### config.mk
export PLATFORM = sky130hd
export DESIGN_NAME = mem_arbiter_flat
export DESIGN_NICKNAME = d
export VERILOG_FILES = /design/src/rtl/mem_arbiter_if.sv /design/src/rtl/mem_arbiter.sv /design/src/flat_wrapper.sv
export SDC_FILE = /design/constraint.sdc
export NUM_CORES = 1
export LEC_CHECK = 0
export BUFFER_PORTS_ARGS = -buffer_cell sky130_fd_sc_hd__buf_2
export CAP_MARGIN = 20
export CELL_PAD_IN_SITES_DETAIL_PLACEMENT = 1
export CELL_PAD_IN_SITES_GLOBAL_PLACEMENT = 2
export CORE_UTILIZATION = 12
export CTS_BUF_LIST = sky130_fd_sc_hd__clkbuf_4 sky130_fd_sc_hd__clkbuf_8
export CTS_CLUSTER_SIZE = 24
export DETAILED_ROUTE_END_ITERATION = 12
export GPL_TIMING_DRIVEN = 0
export HOLD_SLACK_MARGIN = 0.03
export PLACE_DENSITY = 0.91
export SETUP_SLACK_MARGIN = 0.1
export SLEW_MARGIN = 10
export SYNTH_ARGS = -nofsm -noshare
export SYNTH_HDL_FRONTEND = slang
export SYNTH_SLANG_ARGS = --single-unit
### constraint.sdc
create_clock -name clk -period 1.5 [get_ports clk]
set_clock_uncertainty 0.1 [all_clocks]
set_input_delay 0.225 -clock clk [delete_from_list [all_inputs] [get_ports clk]]
set_output_delay 0.225 -clock clk [all_outputs]
set_load 0.03 [all_outputs]
### src/rtl/mem_arbiter_if.sv
// Bundled native mem bus for mem_arbiter: NUM_M requesters on the upstream side, one slave downstream.
// The arbiter is the slave of the upstream masters and the master of the downstream slave.
interface mem_arbiter_if #(
  parameter int NUM_M = 2
);
  // Upstream (requester) side, master i in slice i
  logic [NUM_M-1:0]    m_valid;
  logic [NUM_M-1:0]    m_ready;
  logic [32*NUM_M-1:0] m_addr;
  logic [32*NUM_M-1:0] m_wdata;
  logic [4*NUM_M-1:0]  m_wstrb;
  logic [31:0]         m_rdata;

  // Downstream (slave) side
  logic                s_valid;
  logic                s_ready;
  logic [31:0]         s_addr;
  logic [31:0]         s_wdata;
  logic [3:0]          s_wstrb;
  logic [31:0]         s_rdata;

  // Arbiter facing the downstream slave
  modport master (
    output s_valid, s_addr, s_wdata, s_wstrb,
    input  s_ready, s_rdata
  );

  // Arbiter facing the upstream masters
  modport slave (
    input  m_valid, m_addr, m_wdata, m_wstrb,
    output m_ready, m_rdata
  );
endinterface

### src/rtl/mem_arbiter.sv
// mem_arbiter: NUM_M-to-1 round-robin arbiter on the native mem bus, one registered grant cycle.
// Optional slave-response watchdog and sticky timeout_err enabled by defining MEM_ARB_TIMEOUT_EN.
module mem_arbiter #(
  parameter int NUM_M          = 2,
  parameter int TIMEOUT_CYCLES = 255
) (
  input  logic          clk,
  input  logic          rstn,
  mem_arbiter_if.slave  up,
  mem_arbiter_if.master dn,
  output logic          busy
`ifdef MEM_ARB_TIMEOUT_EN
  ,
  output logic          timeout_err
`endif
);

  localparam int IW = (NUM_M > 1) ? $clog2(NUM_M) : 1;

  if (NUM_M < 2 || NUM_M > 8 || TIMEOUT_CYCLES < 1) begin : g_param_check
    $error("mem_arbiter: NUM_M must be 2..8 and TIMEOUT_CYCLES at least 1");
  end

  typedef enum logic {
    ST_IDLE = 1'b0,
    ST_BUSY = 1'b1
  } state_t;

  state_t          state_q, state_d;
  logic [IW-1:0]   grant_q, grant_d;
  logic [IW-1:0]   last_q, last_d;
  logic            s_valid_q, s_valid_d;

  logic [31:0]     addr_sl  [NUM_M];
  logic [31:0]     wdata_sl [NUM_M];
  logic [3:0]      wstrb_sl [NUM_M];

  logic            any_req;
  logic            hi_found;
  logic [IW-1:0]   hi_idx, lo_idx, pick;
  logic            done;
  logic            tmo_hit;
  logic [NUM_M-1:0] m_ready_vec;
  logic [31:0]     s_addr_mux, s_wdata_mux;
  logic [3:0]      s_wstrb_mux;

  for (genvar gi = 0; gi < NUM_M; gi++) begin : g_slice
    assign addr_sl[gi]  = up.m_addr[32*gi +: 32];
    assign wdata_sl[gi] = up.m_wdata[32*gi +: 32];
    assign wstrb_sl[gi] = up.m_wstrb[4*gi +: 4];
  end

  assign any_req = |up.m_valid;

  // Round-robin: lowest requester above last wins, otherwise wrap to the lowest requester overall.
  always_comb begin
    hi_found = 1'b0;
    hi_idx   = '0;
    lo_idx   = '0;
    for (int i = NUM_M - 1; i >= 0; i--) begin
      if (up.m_valid[i]) begin
        lo_idx = IW'(i);
        if (i > int'(last_q)) begin
          hi_found = 1'b1;
          hi_idx   = IW'(i);
        end
      end
    end
    pick = hi_found ? hi_idx : lo_idx;
  end

  assign done = (state_q == ST_BUSY) && (dn.s_ready || tmo_hit);

  // Bus outputs are zero unless a grant is held, so the slave never sees a stale address.
  always_comb begin
    s_addr_mux  = '0;
    s_wdata_mux = '0;
    s_wstrb_mux = '0;
    m_ready_vec = '0;
    for (int i = 0; i < NUM_M; i++) begin
      if (state_q == ST_BUSY && grant_q == IW'(i)) begin
        s_addr_mux     = addr_sl[i];
        s_wdata_mux    = wdata_sl[i];
        s_wstrb_mux    = wstrb_sl[i];
        m_ready_vec[i] = done;
      end
    end
  end

  always_comb begin
    state_d   = state_q;
    grant_d   = grant_q;
    last_d    = last_q;
    s_valid_d = s_valid_q;
    case (state_q)
      ST_IDLE: begin
        if (any_req) begin
          grant_d   = pick;
          s_valid_d = 1'b1;
          state_d   = ST_BUSY;
        end
      end
      ST_BUSY: begin
        // Requests from other masters are deliberately not looked at until the grant is released.
        if (done) begin
          last_d    = grant_q;
          s_valid_d = 1'b0;
          state_d   = ST_IDLE;
        end
      end
      default: begin
        state_d   = ST_IDLE;
        s_valid_d = 1'b0;
      end
    endcase
  end

  always_ff @(posedge clk) begin
    if (!rstn) begin
      state_q   <= ST_IDLE;
      grant_q   <= '0;
      last_q    <= IW'(NUM_M - 1);
      s_valid_q <= 1'b0;
    end else begin
      state_q   <= state_d;
      grant_q   <= grant_d;
      last_q    <= last_d;
      s_valid_q <= s_valid_d;
    end
  end

`ifdef MEM_ARB_TIMEOUT_EN
  localparam int CW = $clog2(TIMEOUT_CYCLES + 1);

  logic [CW-1:0] tmo_cnt_q, tmo_cnt_d;
  logic          timeout_err_q, timeout_err_d;

  // A real response in the same cycle as the limit takes precedence over the watchdog.
  assign tmo_hit = (state_q == ST_BUSY) && !dn.s_ready && (tmo_cnt_q == CW'(TIMEOUT_CYCLES));

  always_comb begin
    tmo_cnt_d     = '0;
    timeout_err_d = timeout_err_q | tmo_hit;
    if (state_q == ST_BUSY && !done) begin
      tmo_cnt_d = tmo_cnt_q + CW'(1);
    end
  end

  always_ff @(posedge clk) begin
    if (!rstn) begin
      tmo_cnt_q     <= '0;
      timeout_err_q <= 1'b0;
    end else begin
      tmo_cnt_q     <= tmo_cnt_d;
      timeout_err_q <= timeout_err_d;
    end
  end

  assign timeout_err = timeout_err_q;
  assign up.m_rdata  = tmo_hit ? 32'hDEADBEEF : dn.s_rdata;
`else
  assign tmo_hit    = 1'b0;
  assign up.m_rdata = dn.s_rdata;
`endif

  assign up.m_ready = m_ready_vec;
  assign dn.s_valid = s_valid_q;
  assign dn.s_addr  = s_addr_mux;
  assign dn.s_wdata = s_wdata_mux;
  assign dn.s_wstrb = s_wstrb_mux;
  assign busy       = (state_q == ST_BUSY);

endmodule

### src/flat_wrapper.sv
// flat-port wrapper written by rule: the top's interface ports become plain ports
module mem_arbiter_flat 
#(
  parameter int NUM_M          = 2,
  parameter int TIMEOUT_CYCLES = 255
)
  (clk, rstn, busy, up_m_valid, up_m_addr, up_m_wdata, up_m_wstrb, up_m_ready, up_m_rdata, dn_s_valid, dn_s_addr, dn_s_wdata, dn_s_wstrb, dn_s_ready, dn_s_rdata);
  mem_arbiter_if #(.NUM_M(NUM_M)) up_i ();
  mem_arbiter_if #(.NUM_M(NUM_M)) dn_i ();
  input  logic clk;
  input  logic rstn;
  output logic busy;
  input wire logic [$bits(up_i.m_valid)-1:0] up_m_valid;
  input wire logic [$bits(up_i.m_addr)-1:0] up_m_addr;
  input wire logic [$bits(up_i.m_wdata)-1:0] up_m_wdata;
  input wire logic [$bits(up_i.m_wstrb)-1:0] up_m_wstrb;
  output wire logic [$bits(up_i.m_ready)-1:0] up_m_ready;
  output wire logic [$bits(up_i.m_rdata)-1:0] up_m_rdata;
  output wire logic [$bits(dn_i.s_valid)-1:0] dn_s_valid;
  output wire logic [$bits(dn_i.s_addr)-1:0] dn_s_addr;
  output wire logic [$bits(dn_i.s_wdata)-1:0] dn_s_wdata;
  output wire logic [$bits(dn_i.s_wstrb)-1:0] dn_s_wstrb;
  input wire logic [$bits(dn_i.s_ready)-1:0] dn_s_ready;
  input wire logic [$bits(dn_i.s_rdata)-1:0] dn_s_rdata;
  assign up_i.m_valid = up_m_valid;
  assign up_i.m_addr = up_m_addr;
  assign up_i.m_wdata = up_m_wdata;
  assign up_i.m_wstrb = up_m_wstrb;
  assign up_m_ready = up_i.m_ready;
  assign up_m_rdata = up_i.m_rdata;
  assign dn_s_valid = dn_i.s_valid;
  assign dn_s_addr = dn_i.s_addr;
  assign dn_s_wdata = dn_i.s_wdata;
  assign dn_s_wstrb = dn_i.s_wstrb;
  assign dn_i.s_ready = dn_s_ready;
  assign dn_i.s_rdata = dn_s_rdata;
  mem_arbiter #(.NUM_M(NUM_M), .TIMEOUT_CYCLES(TIMEOUT_CYCLES)) u_core (.clk(clk), .rstn(rstn), .up(up_i), .dn(dn_i), .busy(busy));
endmodule
# Word-level counts from Yosys, hierarchy flattened
# Index checks and enable logic that the tools add are counted.
[totals] wordCells=35 regBits=4
[op_classes] magnitude_cmp=1 reduce_logical=7 n_mux=19 n_bitwise=2 eq_ne=2
[ops] op="two-way mux 32 bit" count=4
[ops] op="two-way mux 1 bit" count=11
[ops] op="two-way mux 4 bit" count=2
[ops] op="AND reduction 2 bit" count=3
[ops] op="case mux 1 bit (2 select lines)" count=2
[ops] op="logical AND 1 bit" count=3
[ops] op="inequality test 2 x 1 -> 1 bit (second input constant)" count=1
[ops] op="inequality test 2 bit (second input constant)" count=1
[ops] op="inverter 1 bit" count=2
[ops] op="OR reduction 2 bit" count=1
[ops] op="> comparator 1 bit (first input constant)" count=1

# Logic depth before layout (Yosys ltp)
[logic_depth] word_depth=4 depth_mapped=5 ltp_nobuf=3

# Worst setup path after synthesis
# No wires, ideal clock.
[synth_timing] path_kind="flip-flop to output port" startpoint="register u_core.state_q (netlist: u_core.busy)" endpoint="output dn_s_addr[10]" setup_slack_ns=-0.254 stages_incl_launch_ff=4 path_buffers=2 t_arrival_ns=1.429 path_cell_list="dfxtp_1 buf_2 clkbuf_1 nor2b_1"
[synth_via] elab_chain_len=3
[synth_rtl] item="start, declared" line="mem_arbiter.sv:29" rtl="state_t state_q, state_d;"
[synth_rtl] item="start signal, assigned" line="mem_arbiter.sv:125" rtl="state_q <= state_d;"
[synth_rtl] item="logical AND 1 bit" line="mem_arbiter.sv:81" rtl="if (state_q == ST_BUSY && grant_q == IW'(i)) begin"
[synth_rtl] item="two-way mux 32 bit" line="mem_arbiter.sv:81"
[synth_rtl] item="two-way mux 32 bit *" line="mem_arbiter.sv:81"
[synth_rtl] item="end, declared" line="flat_wrapper.sv:20" rtl="output wire logic [$bits(dn_i.s_addr)-1:0] dn_s_addr;"
# Mark *: on every way between the ends. The rest lies on a longest branch, timed or not.

# Worst setup path after layout
[layout_timing] startpoint="register u_core.grant_q" endpoint="output dn_s_wdata[24]"
[layout_via] elab_chain_len=4
[layout_rtl] item="start, declared" line="mem_arbiter.sv:30" rtl="logic [IW-1:0] grant_q, grant_d;"
[layout_rtl] item="start signal, assigned" line="mem_arbiter.sv:126" rtl="grant_q <= grant_d;"
[layout_rtl] item="inverter 1 bit" line="mem_arbiter.sv:81"
[layout_rtl] item="logical AND 1 bit" line="mem_arbiter.sv:81"
[layout_rtl] item="two-way mux 32 bit" line="mem_arbiter.sv:81"
[layout_rtl] item="two-way mux 32 bit *" line="mem_arbiter.sv:81"
[layout_rtl] item="end, declared" line="flat_wrapper.sv:21" rtl="output wire logic [$bits(dn_i.s_wdata)-1:0] dn_s_wdata;"
# Marked as above.

==> run_results.csv <==
group,metric,value,unit
sta,worst_pin_slew,174,ps
critical_path,endpoint_kind,"output pin",
outcome,violations,"negative setup slack",
global_routing,gr-total-overflow,0,
critical_path,cp.required,1170,ps
drt,drc,0,
synthesis,ys_seq_elements,4,
critical_path,worstPathArrival,1400,ps
drt,viasPerCell,3.85,
synthesis,syn-num-nets,375,
pwr,powerDensity,486,nW/um^2
sta,setup_tns,-11780,ps
sta,whs,117,ps
place,place_ws,-226,ps
drt,routedWlPerCell,15.0,um
sta,setup_viol,70,
sta,fin_crit_sh,1.15,
place,place_hpwl,6980,um
pwr,swShare,0.436,
sta,slew-limit-headroom,0.881,
critical_path,startpoint_type,"register",
global_routing,antenna_found_initial,0,
critical_path,worst-path-buf-inv,3,
floorplanning,coreArea,13400,um^2
synthesis,synthArstFlopShare,0,
pwr,power,2.25,mW
sta,finalMaxSlewViolations,0,
clocking,cts_tree,"built",
floorplanning,die_y,120,um
critical_path,cp_top_family,"buffers and inverters",
synthesis,syn_area_per_cell,8.25,um^2
global_routing,grt_pass1_vias,2589,
critical_path,path_max_fanout,5,
clocking,clk_path_buf_depth,2,
synthesis,seq_area_frac_synth,0.0480,
floorplanning,design.die.area,14400,um^2
cells_and_area,area_delta_synth_final,177,%
cells_and_area,nets,637,
pwr,ir_drop,131,uV
cells_and_area,drive_gt1_frac,0.935,
clocking,cts_buffers,3,
critical_path,crit_chain,"clkbuf_16, buf_12, mux2i_4, nor2b_2, buf_6",
critical_path,slowest_stage,"dfxtp_4",
pwr,power.net_switching,0.980,mW
clocking,clock_latency,220,ps
synthesis,synth-edff-count,0,
cells_and_area,multi_input_area,1880,um^2
synthesis,syn_inst,202,
flow_run,maxCapViolations,0,
drt,route.vias.total,2459,
sta,rsz0062_at_grt,"true",
synthesis,synth_common_cells,"68 x mux2i_1, 68 x nor2b_1, 32 x buf_4",
synthesis,synth_cell_type_count,20,
cells_and_area,num_antenna_cells,0,
sta,fmaxAchievable,580,MHz
drt,totalWireLength,9570,um
synthesis,synthTopCellsByArea,"mux2i_1 41%, nor2b_1 26%, buf_4 14%",
floorplanning,rows,42,
critical_path,slowest_delay,370,ps
synthesis,synth.top_cell.area_share,0.408,
sta,setup_ws,-223,ps
sta,fin_crit,1720,ps
clocking,clock_sinks,4,
floorplanning,start_util,0.124,
pwr,clkPwrFrac,0.100,
critical_path,critPathKind,"reg2out",
global_routing,grt_use_total,0.113,
pwr,intPower,1.27,mW
clocking,clockRootBuffer,"clkbuf_8",
floorplanning,die_x,120,um
drt,drt-initial-drc-count,20,
pwr,p_seq_frac,0.057,
floorplanning,io_pins,277,
global_routing,grt_pass1_wl,12700,um
place,routabilityCongestion,0.717,
synthesis,yosys_warnings,0,
synthesis,synth_ff_type,"dfxtp_1",
cells_and_area,fill_cells,1549,
cells_and_area,regArea,85.1,um^2
global_routing,grt_max_degree,11,
outcome,status,"complete, but fails checks",
pwr,power.leakage,2.08,nW
drt,drtAntennaViolNets,0,
pwr,comb_power_share,0.843,
synthesis,syn_area,1670,um^2
clocking,clk_pin_slew_worst_paths,30,ps
synthesis,yosys.area.top_type,"mux2i_1",
clocking,cts_htree_levels,1,
worst_hold_path,hp-class,"in2reg",
place,numPortBuffers,244,
drt,firstDrtPassIters,3,
sta,hold_viol,0,
clocking,ctsHoldBuffers,0,
==> per-stage QoR <==
| stage | cell area [um^2] | util | instances |
|---|---|---|---|
| finish | 4620 | 0.345 | 638 |
| global route | 4620 | 0.345 | 638 |
| CTS | 3990 | 0.298 | 629 |
| detailed placement | 3330 | 0.248 | 622 |
| global placement | 3330 | 0.248 | 622 |
| floorplan | 1890 | - | 202 |
==> kinds of logic (layout without fill, tap and decap cells) <==
logic type,Yosys count,after routing,share of synthesized area
buf+inv,49,309,0.238
flops,4,4,0.0480
compound gates,6,6,0.0278
mux,68,68,0.408
simple gates,75,75,0.278
==> power by group through the flow <==
stage               logic, mW  registers (mW)  clock network, mW
CTS                      1.62           0.126              0.230
floorplan               0.900           0.132                  0
global placement         1.31           0.123                  0
detailed placement       1.34           0.124                  0
finish                   1.89           0.127              0.225
global route             1.99           0.129              0.238
==> placed cells by master, fill, tap and decap left out, types with 2 or more instances in the layout <==
cell type,instances
mux2i_1,18
nor2b_2,59
clkbuf_8,3
buf_16,4
buf_4,34
clkbuf_16,6
nor2b_4,9
clkbuf_2,3
nand2_1,3
mux2i_4,32
clkbuf_4,4
buf_12,7
buf_6,72
mux2i_2,18
buf_2,175
dfxtp_1,2
==> area by class of cell <==
cell class              count  area share
plain buffers              48       0.100
flip-flops and latches      4      0.0184
multi-input cells         149       0.408
repair buffers            257       0.416
inverters                   1    0.000812
well taps                 176      0.0477
clock buffers               3     0.00894
==> state kept, by name, summed over array words and instances, names as in the netlist <==
| register | count |
|---|---|
| u_core.grant_q | 1 |
| u_core.busy | 1 |
| u_core.last_q | 1 |
| u_core.dn.s_valid | 1 |
==> final timing paths <==
check                                 startpoint                              to  slack (ps)  depth (start not counted)
setup / recovery     u_core.grant_q$_SDFFE_PN0P_                  dn_s_wdata[24]        -220                          5
hold / removal                              rstn      u_core.last_q$_SDFFE_PN1P_         120                          2
setup reg to reg     u_core.grant_q$_SDFFE_PN0P_      u_core.last_q$_SDFFE_PN1P_         180                          6
hold reg to reg   u_core.dn.s_valid$_SDFFE_PN0P_  u_core.dn.s_valid$_SDFFE_PN0P_         370                          2
==> routing by layer <==
metal / wire length [um] / vias up / GRT usage
li1: - / 1173 / -
met1: 2970 / 1123 / 0.102
met2: 5910 / 157 / 0.253
met3: 597 / 6 / 0.0138
met4: 89 / 0 / 0.0281
met5: 0 / - / 0
==> what timing repair did <==
action                     4_1_cts  5_1_grt
hold endpoints to repair         0        0
gates cloned                     3        6
resized for setup              147      127
setup buffers                    1        3
pin swaps                        0        1
setup endpoints to repair       70       70
Note: power is estimated with default switching activity, not from simulation.
